File: src/rtl/qam4_serial_modulator.sv
// ---------------------------------------------------------------------------
// qam4_serial_modulator
//
// 4-QAM (QPSK) modulator with a bit-serial output. Each 2-bit symbol
// modulates one full period of a 16-sample digital carrier. Each carrier
// sample is I*cos + Q*sin, an 8-bit two's complement word. Words leave the
// block LSB first, one bit per clock, with no gaps between samples or symbols.
//
// Ports:
//   clk                   - system clock; all state changes on the rising edge
//   rst                   - asynchronous, active-low reset
//   data_in[1:0]          - symbol; bit1 gives the I sign, bit0 the Q sign
//                           (0 = +1, 1 = -1). It is sampled once per symbol,
//                           at the load of carrier sample 0.
//   data_bit_out          - current serial sample bit (LSB first)
//   data_out_complete_bit - high while the MSB of the current sample is on
//                           data_bit_out
// ---------------------------------------------------------------------------
module qam4_serial_modulator #(
  parameter int SAMPLE_W        = 8,
  parameter int SAMPLES_PER_SYM = 16,
  parameter int AMP             = 63
) (
  input  logic       clk,
  input  logic       rst,
  input  logic [1:0] data_in,
  output logic       data_bit_out,
  output logic       data_out_complete_bit
);

  localparam int CNT_W = $clog2(SAMPLE_W);
  localparam int IDX_W = $clog2(SAMPLES_PER_SYM);
  localparam logic [CNT_W-1:0] BIT_LAST = CNT_W'(SAMPLE_W - 1);
  // Sine is the cosine table delayed by a quarter period.
  localparam logic [IDX_W-1:0] SIN_OFFSET = IDX_W'(SAMPLES_PER_SYM * 3 / 4);

  logic [SAMPLE_W-1:0] sr;
  logic [CNT_W-1:0]    bit_cnt;
  logic [IDX_W-1:0]    sample_idx;
  logic [1:0]          sym;
  logic [1:0]          sym_next;

  // Quarter-wave-free cosine table, round(63*cos(2*pi*n/16)), rescaled to AMP.
  function automatic int cos_lut(input logic [3:0] n);
    int base;
    case (n)
      4'd0:    base = 63;
      4'd1:    base = 58;
      4'd2:    base = 45;
      4'd3:    base = 24;
      4'd4:    base = 0;
      4'd5:    base = -24;
      4'd6:    base = -45;
      4'd7:    base = -58;
      4'd8:    base = -63;
      4'd9:    base = -58;
      4'd10:   base = -45;
      4'd11:   base = -24;
      4'd12:   base = 0;
      4'd13:   base = 24;
      4'd14:   base = 45;
      4'd15:   base = 58;
      default: base = 0;
    endcase
    return (base * AMP) / 63;
  endfunction

  // I*C[n] + Q*S[n]. The sum never exceeds +/-90, so truncating to the
  // sample width keeps the exact two's complement value.
  function automatic logic [SAMPLE_W-1:0] sample_word(input logic [1:0] s,
                                                      input logic [3:0] idx);
    int c_val;
    int s_val;
    int sum;
    c_val = cos_lut(idx);
    s_val = cos_lut(idx + SIN_OFFSET);
    sum   = (s[1] ? -c_val : c_val) + (s[0] ? -s_val : s_val);
    return sum[SAMPLE_W-1:0];
  endfunction

  // A new symbol is accepted only at the start of a carrier period; the
  // rest of the period keeps the latched one.
  always_comb begin
    sym_next = sym;
    if (sample_idx == '0) begin
      sym_next = data_in;
    end
  end

  // Shift out the current word. On its last bit, reload with the next
  // carrier sample. After reset the shift register is empty, so the first
  // frame out is all zeros.
  always_ff @(posedge clk or negedge rst) begin
    if (!rst) begin
      sr         <= '0;
      bit_cnt    <= '0;
      sample_idx <= '0;
      sym        <= 2'b00;
    end else if (bit_cnt == BIT_LAST) begin
      sym        <= sym_next;
      sr         <= sample_word(sym_next, sample_idx);
      sample_idx <= sample_idx + IDX_W'(1);
      bit_cnt    <= '0;
    end else begin
      sr      <= sr >> 1;
      bit_cnt <= bit_cnt + CNT_W'(1);
    end
  end

  assign data_bit_out          = sr[0];
  assign data_out_complete_bit = (bit_cnt == BIT_LAST);

endmodule

File: config.mk
export PLATFORM = sky130hd
export DESIGN_NAME = qam4_serial_modulator
export DESIGN_NICKNAME = d
export VERILOG_FILES = /design/src/rtl/qam4_serial_modulator.sv
export SDC_FILE = /design/constraint.sdc
export NUM_CORES = 1
export LEC_CHECK = 0
export CORE_MARGIN = 8
export CORE_UTILIZATION = 30
export CTS_CLUSTER_SIZE = 25
export DETAILED_ROUTE_END_ITERATION = 16
export PLACE_DENSITY = 0.55
export SLEW_MARGIN = 25
export SYNTH_ARGS = -nofsm -noshare
export SYNTH_HDL_FRONTEND = slang
export SYNTH_SLANG_ARGS = --single-unit
File: constraint.sdc
create_clock -name clk -period 33.4 [get_ports clk]
set_input_delay 10.02 -clock clk [delete_from_list [all_inputs] [get_ports clk]]
set_output_delay 10.02 -clock clk [all_outputs]
set_load 0.005 [all_outputs]
==> results.sh <==
export IMPL_run_status="finished, final reports clean"
export IMPL_crit_fanout=26
export IMPL_diodes=0
export IMPL_ctsHoldBuffers=0
export IMPL_insertion_delay_ns=0.24
export IMPL_cp_slowest_cell="dfrtp_1"
export IMPL_fillCellCount=4679
export IMPL_min_from="bit_cnt[0]"
export IMPL_syn_nets=1904
export IMPL_max_cap_viol_count=0
export IMPL_postCtsSetupRepairBufs=0
export IMPL_viasPerCell=5.73
export IMPL_leakagePower_nw=5.43
export IMPL_gp_congestion=0.894
export IMPL_drt_wl_total_um=36200
export IMPL_r2r_start="sample_idx[2]"
export IMPL_setup_viol=0
export IMPL_port_buffers=5
export IMPL_antenna_found_initial=0
export IMPL_yosys_most_used_dff="dfrtp_1"
export IMPL_worst_pin_slew_ns=0.994
export IMPL_drc=0
export IMPL_clkSinkCount=17
export IMPL_dpl_hpwl_um=29400
export IMPL_cts_buffer_depth=2
export IMPL_firstDrtPassIters=8
export IMPL_yosysUniqueCellTypes=134
export IMPL_synth_edf_count=0
export IMPL_grt_overflow=0
export IMPL_critPathMaxStageDelay_ns=0.88
export IMPL_yosysWarnings=0
export IMPL_numCtsBuffers=3
export IMPL_layout_commonest_cell="nand2_1"
export IMPL_die_x_um=226
export IMPL_path_clk_slew_ns=0.05
export IMPL_yosys_top_cells_area="ha_1 8.1%, xnor2_1 7.2%, fa_1 6.2%, nand2_1 4.1%, a21oi_1 4.1%"
export IMPL_crit_required_ns=33.53
export IMPL_grt_pass1_wl_um=61200
export IMPL_final_cell_mix="144 x nand2_1, 126 x nor2_1, 125 x inv_1"
export IMPL_worst_setup_path_type="flop to flop"
export IMPL_finClkSkew_ns=0.00180
export IMPL_hold_violations=0
export IMPL_synth_top_area_share_pct=8.07
export IMPL_fin_util_pct=31.9
export IMPL_dr_total_vias=13300
export IMPL_yosys_area_top_type="ha_1"
export IMPL_finalSetupTns_ns=0
export IMPL_drt_initial_drc_count=1039
export IMPL_rsz0062_at_grt="false"
export IMPL_ant_nets=0
export IMPL_cp_end_kind="flop"
export IMPL_post_route_cells_drive_above_1_share_pct=8.88
export IMPL_cts_resized=0
export IMPL_area_growth_pct=4.88
export IMPL_synthArstFlopShare_pct=100
export IMPL_start_util_pct=30.5
export IMPL_wl_per_cell_um=15.6
export IMPL_syn_inst=1774
export IMPL_ys_seq_area_share_pct=3.23
export IMPL_hold_depth=1
export IMPL_avgSynthCellArea_um2=7.43
export IMPL_boundaryPins=6
export IMPL_chipHeight_um=226
export IMPL_slew_limit_headroom_pct=32.7
export IMPL_grt_util_all_layers_pct=13.6
export IMPL_cp_start_kind="flop"
export IMPL_netlist_area_um2=13200
export IMPL_r2r_cells=73
export IMPL_grt_max_degree=42
export IMPL_post_route_min_period_ns=21.36
export IMPL_ys_ff_latch=17
export IMPL_dieArea_um2=50900
export IMPL_fmax_mhz=46.8
export IMPL_nets=1866
export IMPL_worstPathArrival_ns=21.48
export IMPL_cts_tree="yes"
export IMPL_cts_max_level=1
export IMPL_fp_coreArea_um2=43300
export IMPL_p_per_area_nw_per_um2=3.85
export IMPL_grt_pass1_vias=12400
export IMPL_final_cells=2320
export IMPL_drv_slew=0
export IMPL_r2r_slack_ns=12.04
export IMPL_hold_end="bit_cnt[0]"
export IMPL_cts_root_buf="clkbuf_16"
export IMPL_period_share_pct=63.9
export IMPL_ir_worst_vdd_mv=0.0337
export IMPL_dp_cells=2314
export IMPL_r2r_end="sr[7]"
export IMPL_hold_class="flop to flop"
export IMPL_fp_row_count=76
[cell type report]
| type | instances | area (µm²) | share of cell area [%] |
|---|---|---|---|
| tap | 585 | 732 | 5.30 |
| multi-input combinational | 1570 | 12000 | 86.7 |
| sequential | 17 | 425 | 3.08 |
| clock buffer | 4 | 78.8 | 0.570 |
| inverter | 130 | 488 | 3.53 |
| timing repair buffer | 14 | 113 | 0.815 |
[power by group]
part | internal, mW | switching (mW)
clock network | 0.0161 | 0.00652
logic | 0.00452 | 0.00396
registers | 0.0218 | 0.000283
[state kept, by name, indices dropped and copies added, names as in the netlist]
signal	flops
bit_cnt	3
sample_idx	4
sym	2
sr	8
[synthesized netlist by cell type (8+ instances only)]
| master | number |
|---|---|
| o21a_1 | 22 |
| nor3_1 | 52 |
| xor2_1 | 49 |
| o21ai_0 | 77 |
| or2_2 | 11 |
| inv_1 | 125 |
| dfrtp_1 | 17 |
| a21oi_2 | 8 |
| a31oi_1 | 36 |
| nand4_1 | 19 |
| o211ai_1 | 35 |
| nand2_1 | 144 |
| and2_1 | 32 |
| or2_1 | 10 |
| o211a_1 | 14 |
| mux2i_1 | 21 |
| mux2_2 | 16 |
| fa_1 | 41 |
| nor2b_1 | 12 |
| o21ai_1 | 19 |
| buf_2 | 17 |
| clkbuf_1 | 27 |
| a211o_1 | 11 |
| o2111ai_1 | 12 |
| ha_1 | 85 |
| o31ai_1 | 19 |
| nand3_1 | 59 |
| a21o_1 | 26 |
| or3_1 | 18 |
| nor2_1 | 126 |
| and3_1 | 21 |
| or4_1 | 12 |
| a211oi_2 | 9 |
| a21oi_1 | 107 |
| xnor2_1 | 109 |
| a211oi_1 | 28 |
| o22ai_1 | 11 |
| nand2b_1 | 17 |
| a2bb2oi_1 | 10 |
| nor4_1 | 22 |
| o31a_1 | 13 |
[routing by layer]
| layer | track usage [%] | vias to the layer above | share of wire (%) |
|---|---|---|---|
| met5 | 0 | - | 0 |
| met4 | 1.68 | 0 | 0.72 |
| met3 | 0.636 | 29 | 4.1 |
| met2 | 22.1 | 328 | 44 |
| met1 | 20.2 | 6290 | 51 |
| li1 | - | 6650 | - |
[cells by family after synthesis]
group	count (synthesis)	share of synthesized area, %
AND/OR/NAND/NOR	608	24.8
multiplexers	41	3.36
adder cells (fa/ha/maj)	130	14.6
buffers and inverters	187	5.83
flip-flops	17	3.23
XOR/XNOR	166	11.7
AO/OA/AOI/OAI	625	36.5
[stage by stage]
step	area [µm²]	worst slack (ns)	hold slack [ns]	power (mW)
2_1_floorplan	13200	15.37	0.403	0.0290
6_report	13800	12.04	0.424	0.0532
3_5_place_dp	13700	12.31	0.421	0.0309
5_1_grt	13800	10.37	0.451	0.0563
4_1_cts	13800	12.28	0.428	0.0546
3_3_place_gp	13700	12.96	0.416	0.0309
[how the worst max path moves through the flow]
stage                  start  endpoint  cells past startpoint
5_1_grt        sample_idx[2]     sr[7]                     74
3_5_place_dp   sample_idx[2]     sr[7]                     75
3_3_place_gp   sample_idx[2]     sr[7]                     73
4_1_cts        sample_idx[2]     sr[7]                     75
2_1_floorplan  sample_idx[3]     sr[7]                     79
6_report       sample_idx[2]     sr[7]                     73
[worst max-delay path, delay by kind of cell, from the launching register on]
kind / cells / cell delay [ns]
muxes: 4 / 1.52
buffers and inverters: 10 / 1.12
xor gates and xnor gates: 5 / 0.91
DFF: 1 / 0.88
AOI/OAI and AO/OA: 28 / 7.97
and+or+nand+nor: 15 / 4.57
adders and majority gates: 11 / 4.26
Note: power is estimated with default switching activity, not from simulation.
